## src/rtl/demux_1x8_seq.sv

```systemverilog
// demux_1x8_seq: serial-to-parallel 1x8 demux, one qualified bit per clock.
// Optional DEMUX_MSB_FIRST_EN: first accepted bit lands in y[7] instead of y[0].
module demux_1x8_seq #(
  parameter int N     = 8,
  parameter int SEL_W = 3
) (
  input  logic             clk,
  input  logic             rst_n,
  input  logic             a,
  input  logic             a_valid,
  input  logic             clear,
  output logic [SEL_W-1:0] select_line,
  output logic [N-1:0]     y,
  output logic             y_valid,
  output logic             busy
);

  logic [SEL_W-1:0] sel_q, sel_d;
  logic [N-1:0]     shadow_q, shadow_d;
  logic [N-1:0]     y_q, y_d;
  logic             yv_q, yv_d;

  logic [SEL_W-1:0] slot;
  logic [N-1:0]     filled;
  logic             last;

  // Map the running bit index to its slot in the word
  always_comb begin
`ifdef DEMUX_MSB_FIRST_EN
    slot = SEL_W'(N - 1) - sel_q;
`else
    slot = sel_q;
`endif
  end

  // Shadow word as it looks with the current bit dropped in
  always_comb begin
    filled       = shadow_q;
    filled[slot] = a;
    last         = (sel_q == SEL_W'(N - 1));
  end

  // Next state: clear beats accept; the last bit publishes the word
  always_comb begin
    sel_d    = sel_q;
    shadow_d = shadow_q;
    y_d      = y_q;
    yv_d     = 1'b0;
    if (clear) begin
      sel_d    = '0;
      shadow_d = '0;
    end else if (a_valid) begin
      sel_d    = sel_q + SEL_W'(1);
      shadow_d = filled;
      if (last) begin
        y_d      = filled;
        yv_d     = 1'b1;
        shadow_d = '0;
      end
    end
  end

  // State registers; reset drops any partial frame at once
  always_ff @(posedge clk or negedge rst_n) begin
    if (!rst_n) begin
      sel_q    <= '0;
      shadow_q <= '0;
      y_q      <= '0;
      yv_q     <= 1'b0;
    end else begin
      sel_q    <= sel_d;
      shadow_q <= shadow_d;
      y_q      <= y_d;
      yv_q     <= yv_d;
    end
  end

  // Outputs straight from state; busy marks a partly filled frame
  always_comb begin
    select_line = sel_q;
    y           = y_q;
    y_valid     = yv_q;
    busy        = (sel_q != '0);
  end

endmodule

```

## config.mk

```make
export PLATFORM = sky130hd
export DESIGN_NAME = demux_1x8_seq
export DESIGN_NICKNAME = d
export VERILOG_FILES = /design/src/rtl/demux_1x8_seq.sv
export SDC_FILE = /design/constraint.sdc
export NUM_CORES = 1
export LEC_CHECK = 0
export ABC_CLOCK_PERIOD_IN_PS = 1800
export CAP_MARGIN = 25
export CELL_PAD_IN_SITES_DETAIL_PLACEMENT = 1
export CELL_PAD_IN_SITES_GLOBAL_PLACEMENT = 1
export CORE_AREA = 2 2 56 58
export CTS_CLUSTER_DIAMETER = 30
export DETAILED_ROUTE_END_ITERATION = 8
export DIE_AREA = 0 0 58 60
export PLACE_DENSITY_LB_ADDON = 0.12
export SKIP_LAST_GASP = 1
export SLEW_MARGIN = 20
export SYNTH_ARGS = -nofsm -noshare
export SYNTH_HDL_FRONTEND = slang
export SYNTH_SLANG_ARGS = --single-unit
```

## constraint.sdc

```tcl
create_clock -name clk -period 1.8 [get_ports clk]
set_clock_uncertainty 0.05 [all_clocks]
set_input_delay 0.36 -clock clk [delete_from_list [all_inputs] [get_ports clk]]
set_output_delay 0.36 -clock clk [all_outputs]
set_load 0.01 [all_outputs]
```

==> parameters.txt, run 1 <==
Parameter                              Value

Floorplanning
  Die Height    60 um
  Die W    58 um
  I/O pins    18
  Core box area    2900 um^2
  Initial Utilization    36.9%
  Std-Cell Rows    20
  Floorplan die area    3480 um^2

Critical path
  Crit-path cells    buf_4 -> ha_1 -> ha_2 -> and3b_1 -> buf_4 -> nand4_1 -> a21oi_2
  Worst setup path class    reg2reg
  CP Depth    7
  CP Data Arrival Time    1.94 ns
  Peak per-stage delay on the critical path    0.40 ns
  Worst path top cell family by delay    adder cells
  Endpoint kind of the worst setup timing path    flip-flop
  Required time of the critical path    2.00 ns
  Largest fanout of any net on the critical path    5
  Critical path's slowest cell    dfrtp_1
  Most frequent cell on the critical path    buf_4
  Worst reg-to-reg path cell count    7
  Kind of launch point of the worst setup path    flip-flop
  Count of buffering cells on the critical path with inverters included    2

Clock tree
  Cell at the root of the clock tree    clkbuf_4
  Clock Sink Count    20
  CTS clock-pin slew for the worst setup and hold paths    0.13 ns
  Number of buffers on the longest clock path    2
  Clock latency at the later pin of the worst-skew pair    0.31 ns
  H-tree depth reported by CTS    1
  CTS Buf Count    3
  Clock tree from TritonCTS    done

Timing
  Achievable Freq    575 MHz
  Worst-margin pin slew    0.466 ns
  Setup repair after global routing missed its margin    yes
  Post-layout minimum cycle time    1.74 ns
  Post-Route Setup TNS    0 ns
  Hold violation total from the final report    0
  Final setup viols    0
  Pins over their slew limit    0
  Share of the cycle needed by the critical path after routing    96.6%
  Relative slew slack    68.5%

Placement
  Weighted congestion at the end of routability-driven global placement    0.740
  Detailed-placement wirelength estimate    1830 um
  Number of port buffers    17

Global route
  First-pass GRT wire length    4560 um
  Overflow left after global routing    0
  Number of global-route vias before repair    956
  Antenna violations before repair    0
  Total global-route track usage    17.4%
  Pin count of the biggest net entering global routing    21

Logic synthesis
  Ranking of synthesized cells by area    dfrtp_1, mux2i_1, nand2_1, ha_1, o311ai_0
  Flip-flop and latch count after synthesis    20
  Area share of the leading cell type in the synthesized netlist    46.8%
  Share of flip-flops with an asynchronous set or reset    100%
  Average instance area after synthesis    9.91 um^2
  Most frequent cell after synthesis    dfrtp_1
  Leading area contributor after synthesis    dfrtp_1
  Most used flip-flop cell after synthesis    dfrtp_1
  Post-Syn Nets    117
  Count of warnings emitted by yosys    0
  Synth Instances    108
  Count of different cell masters after synthesis    25
  Fraction of the yosys area taken by sequential cells    46.8%
  Number of synthesized flops with an enable pin    0
  List of most frequent post-synthesis cells    dfrtp_1, nand2_1, mux2i_1, o21ai_0
  Post-synth design cell area    1070 um^2

Drt
  Average wire per cell in the routed design    15.5 um
  Antenna viol nets, final    0
  Post-route DRC violation count    0
  Mean number of vias per cell    5.28
  Pre-Repair DR Iteration Count    4
  Routed via count    892
  Routed wire length    2630 um
  Drt initial violations    15

Power
  Power per cell area    702 nW/um^2
  Peak supply drop    0.558 mV
  Total design power    0.000999 W
  Reported leakage power    0.652 nW

Layout
  Layout cells sized above 1    16.9%
  Diodes inserted    0
  Signed area change from the synthesized netlist to the final layout    33.1%
  Fillers    338
  Final nets    146

Run
  Number of max-capacitance violations reported    0

Min path
  Class of the most critical hold timing path    in2async

Outcome
  Result of the run    finished clean
[cell families after synthesis]
kind of cell    Yosys count  share of synthesized area (%)
compound gates           20                           11.5
xor+xnor                  1                          0.819
fa+ha+maj                 4                           4.68
buf+inv                  12                           5.73
flops                    20                           46.8
mux                      10                           9.36
simple gates             41                           21.2
[path summary, 6_finish.rpt]
check                           slack (ns)                        from                         end
worst max-delay path                  0.06  select_line[0]$_DFFE_PN0P_     shadow_q[5]$_DFFE_PN0P_
worst min-delay path                  0.33                       rst_n            y[4]$_DFFE_PN0P_
worst max register to register        0.06  select_line[0]$_DFFE_PN0P_     shadow_q[5]$_DFFE_PN0P_
worst min register to register        0.44            y[2]$_DFFE_PN0P_            y[2]$_DFFE_PN0P_
max in group asynchronous             1.14                       rst_n  select_line[2]$_DFFE_PN0P_
min in group clk                      0.44            y[2]$_DFFE_PN0P_            y[2]$_DFFE_PN0P_
[state kept, by name, summed over array words and instances, names as in the netlist]
signal,cells
y,8
select_line,3
y_valid,1
shadow_q,8
[where the power goes]
group	leakage (nW)	switching [W]	total [W]	internal (W)
Clock	0.0279	0.000152	0.000378	0.000225
Sequential	0.275	0.00000733	0.000466	0.000459
Combinational	0.348	0.0000831	0.000155	0.0000723
Total	0.652	0.000243	0.000999	0.000756
[layout make-up]
cell class | count | area [um^2] | area share (%)
well taps | 33 | 41.3 | 2.90
clock buffers | 3 | 22.5 | 1.58
repair buffers | 32 | 299 | 21.0
flip-flops and latches | 20 | 502 | 35.2
inverters | 4 | 15.0 | 1.05
clock inverters | 1 | 30.0 | 2.11
multi-input cells | 76 | 514 | 36.1
[what timing repair did]
action,4_1_cts,5_1_grt
resized for setup,3,4
hold buffers,0,0
setup buffers,2,1
endpoints found under the setup margin,2,11
pin swaps,0,1
[metal layers]
metal	share of wire [%]	global-route usage, %	routed length (um)	up-vias
met5	0	0	0	-
li1	-	-	-	435
met4	1.0	5.98	27	0
met3	3.5	3.03	91	4
met1	47	22.8	1240	435
met2	48	29.1	1260	18
[metrics by stage]
stage | cells | area [um^2] | worst slack, ns | hold WS, ns | util [%]
2_1_floorplan | 108 | 1070 | 0.228 | 0.0144 | -
3_3_place_gp | 162 | 1340 | 0.000888 | 0.410 | 46.1
3_5_place_dp | 162 | 1340 | -0.0210 | 0.422 | 46.1
4_1_cts | 168 | 1410 | 0.0198 | 0.335 | 48.4
5_1_grt | 169 | 1420 | -0.0518 | 0.337 | 49.1
6_report | 169 | 1420 | 0.0610 | 0.328 | 49.1
[cells in the final DEF, fill, tap and decap left out, drive strengths merged]
master and instances:
and3b 1, inv 4, ha 4, nor2 3, nand4b 1, dfrtp 20
clkbuf 3, buf 15, nand3b 4, dlygate4sd2 2, nor3b 3, mux2i 10
nand2b 5, or3b 3, o311ai 4, dlymetal6s2s 1, a21oi 5, xnor2 1
nand3 2, nand4 2, a31oi 3, nand2 16, bufinv 1, o21ai 8
clkdlybuf4s50 14, nor3 1
[worst register-to-register path, stage by stage (launching register included)]
cell and delay [ns]:
dfrtp_1 0.40, buf_4 0.15, ha_1 0.23, ha_2 0.21, and3b_1 0.24, buf_4 0.15, nand4_1 0.12, a21oi_2 0.12
Note: power is estimated with default switching activity, not from simulation.
==> run 2, diff against run 1 <==
--- a/config.mk
+++ b/config.mk
@@ -9,10 +9,10 @@
 export CAP_MARGIN = 25
 export CELL_PAD_IN_SITES_DETAIL_PLACEMENT = 1
 export CELL_PAD_IN_SITES_GLOBAL_PLACEMENT = 1
-export CORE_AREA = 2 2 56 58
+export CORE_AREA = 2 2 63 65
 export CTS_CLUSTER_DIAMETER = 30
 export DETAILED_ROUTE_END_ITERATION = 8
-export DIE_AREA = 0 0 58 60
+export DIE_AREA = 0 0 65 67
 export PLACE_DENSITY_LB_ADDON = 0.12
 export SKIP_LAST_GASP = 1
 export SLEW_MARGIN = 20
==> run 2 against run 1 <==
Against the previous run: maximum frequency is 0.27% higher; sequential share of layout area fell by 0.37 points; cell count increased by 7.7%; final area rose by 1.1%; first-iteration DRC count grew 73%; largest cell class unchanged; highest routed layer unchanged.
==> parameters.txt, run 2 (synthesis results as in run 1) <==
Parameter                              Value

Critical path
  Required time of the critical path    1.39 ns (was 2.00 ns)
  CP Data Arrival Time    1.32 ns (was 1.94 ns)
  Worst setup path class    reg2out (was reg2reg)
  Worst setup endpoint    select_line[2] (was shadow_q[5]$_DFFE_PN0P_)
  Peak per-stage delay on the critical path    0.58 ns (was 0.40 ns)
  Worst path top cell family by delay    buffers and inverters (was adder cells)
  Largest fanout of any net on the critical path    10 (was 5)
  Endpoint kind of the worst setup timing path    output pin (was flip-flop)
  Worst setup path startpoint    select_line[2]$_DFFE_PN0P_ (was select_line[0]$_DFFE_PN0P_)
  Crit-path cells    clkdlybuf4s50_1 (was buf_4 -> ha_1 -> ha_2 -> and3b_1 -> buf_4 -> nand4_1 -> a21oi_2)
  Critical path's slowest cell    clkdlybuf4s50_1 (was dfrtp_1)
  Worst reg-to-reg setup slack    0.14 ns (was 0.06 ns)
  Count of buffering cells on the critical path with inverters included    1 (was 2)
  FF-to-FF Start    select_line[0]$_DFFE_PN0P_ (unchanged)
  Kind of launch point of the worst setup path    flip-flop (unchanged)
  Capture instance of the worst register-to-register path    shadow_q[6]$_DFFE_PN0P_ (was shadow_q[5]$_DFFE_PN0P_)
  CP Depth    1 (was 7)
  Worst reg-to-reg path cell count    7 (unchanged)

Clock tree
  H-tree depth reported by CTS    1 (unchanged)
  Clock tree from TritonCTS    done (unchanged)
  Cell at the root of the clock tree    clkbuf_8 (was clkbuf_4)
  Clock latency at the later pin of the worst-skew pair    0.26 ns (was 0.31 ns)
  Quantity of hold-fixing buffers added after cts    0 (unchanged)
  CTS Buf Count    3 (unchanged)
  Clock Sink Count    20 (unchanged)
  Number of buffers on the longest clock path    2 (unchanged)
  CTS clock-pin slew for the worst setup and hold paths    0.08 ns (was 0.13 ns)

Floorplanning
  Die W    65 um (was 58 um)
  I/O pins    18 (unchanged)
  Std-Cell Rows    22 (was 20)
  Die Height    67 um (was 60 um)
  Initial Utilization    29.7% (was 36.9%)
  Floorplan die area    4360 um^2 (was 3480 um^2)
  Core box area    3610 um^2 (was 2900 um^2)

Layout
  Final nets    144 (was 146)
  Most frequent cells in the layout    dfrtp_1, nand2_1, clkdlybuf4s50_1, buf_4, mux2i_1 (unchanged)
  Post-route standard cell area excluding fillers    1440 um^2 (was 1420 um^2)
  Util after Layout    39.9% (was 49.1%)
  Most frequent standard cell in the layout excluding fill and tap cells    dfrtp_1 (unchanged)
  Signed area change from the synthesized netlist to the final layout    34.5% (was 33.1%)
  Layout cells sized above 1    16.4% (was 16.9%)
  Diodes inserted    0 (unchanged)

Global route
  Total global-route track usage    14.0% (was 17.4%)
  First-pass GRT wire length    4640 um (was 4560 um)
  Number of global-route vias before repair    977 (was 956)
  Pin count of the biggest net entering global routing    21 (unchanged)
  Overflow left after global routing    0 (unchanged)
  Antenna violations before repair    0 (unchanged)

Timing
  Relative slew slack    68.1% (was 68.5%)
  Achievable Freq    577 MHz (was 575 MHz)
  Final setup viols    0 (unchanged)
  Worst-margin pin slew    0.473 ns (was 0.466 ns)
  Hold violation total from the final report    0 (unchanged)
  Share of the cycle needed by the critical path after routing    96.4% (was 96.6%)
  Post-Route Setup TNS    0 ns (unchanged)
  Pins over their slew limit    0 (unchanged)
  Hold slack    0.385 ns (was 0.328 ns)
  Post-layout minimum cycle time    1.73 ns (was 1.74 ns)
  Setup repair after global routing missed its margin    no (was yes)

Drt
  Mean number of vias per cell    4.81 (was 5.28)
  Average wire per cell in the routed design    14.2 um (was 15.5 um)
  Pre-Repair DR Iteration Count    3 (was 4)
  Drt initial violations    26 (was 15)
  Routed via count    875 (was 892)
  Antenna viol nets, final    0 (unchanged)
  Routed wire length    2580 um (was 2630 um)
  Post-route DRC violation count    0 (unchanged)

Placement
  Weighted congestion at the end of routability-driven global placement    0.701 (was 0.740)
  Placed standard-cell area    1360 um^2 (was 1340 um^2)
  Number of port buffers    17 (unchanged)
  Detailed-placement wirelength estimate    1930 um (was 1830 um)

Min path
  Class of the most critical hold timing path    in2async (unchanged)

Power
  Peak supply drop    0.221 mV (was 0.558 mV)
  Reported leakage power    0.638 nW (was 0.652 nW)
  Power per cell area    673 nW/um^2 (was 702 nW/um^2)

Outcome
  Result of the run    finished clean (unchanged)

Run
  Number of max-capacitance violations reported    0 (unchanged)
[run 2: cell count changes in the layout (fill, tap and decap cells not counted), sizes merged]
cell	before	now
bufinv	1	0
clkbuf	3	4
buf	15	13
[run 2: final cells by class]
cell class	instances	area (um^2)
fillers	410	2170
multi-input cells	76	527
flip-flops and latches	20	502
repair buffers	30	280
well taps	48	60.1
clock buffers	4	55.1
inverters	4	15.0
[run 2: how the worst min path moves through the flow]
| stage | end | from | slack [ns] |
|---|---|---|---|
| finish | y_valid$_DFF_PN0_ | rst_n | 0.39 |
| detailed placement | y[3]$_DFFE_PN0P_ | y[3]$_DFFE_PN0P_ | 0.43 |
| floorplan | select_line[0]$_DFFE_PN0P_ | rst_n | 0.01 |
| CTS | y_valid$_DFF_PN0_ | rst_n | 0.39 |
| global route | y_valid$_DFF_PN0_ | rst_n | 0.41 |
| global placement | y[6]$_DFFE_PN0P_ | y[6]$_DFFE_PN0P_ | 0.41 |
[run 2: metal layers]
| metal | routed length [um] | GRT usage, % | up-vias | share of wire [%] |
|---|---|---|---|---|
| met5 | 0 | 0 | - | 0 |
| met3 | 94 | 2.03 | 4 | 3.6 |
| met2 | 1210 | 24.0 | 16 | 47 |
| met4 | 48 | 6.38 | 0 | 1.9 |
| met1 | 1230 | 17.5 | 423 | 48 |
| li1 | - | - | 432 | - |
[run 2: through the flow]
step	worst slack [ns]	instances	total power [W]
4_1_cts	-0.0250	182	0.000982
3_5_place_dp	-0.00911	177	0.000625
5_1_grt	0.0130	182	0.00102
6_report	0.0656	182	0.000968
3_3_place_gp	0.0902	177	0.000623
2_1_floorplan	0.228	108	0.000554
[run 2: repair_timing]
action / 4_1_cts / 5_1_grt
setup buffers: 1 / 0
setup endpoints to repair: 3 / 8
gates cloned: 0 / 0
gates resized for setup: 3 / 5
[run 2: power by group]
group | leakage, nW | switching (W) | internal [W]
clock network | 0.0288 | 0.000158 | 0.000195
logic | 0.334 | 0.0000794 | 0.0000687
registers | 0.275 | 0.00000823 | 0.000458
total | 0.638 | 0.000246 | 0.000722
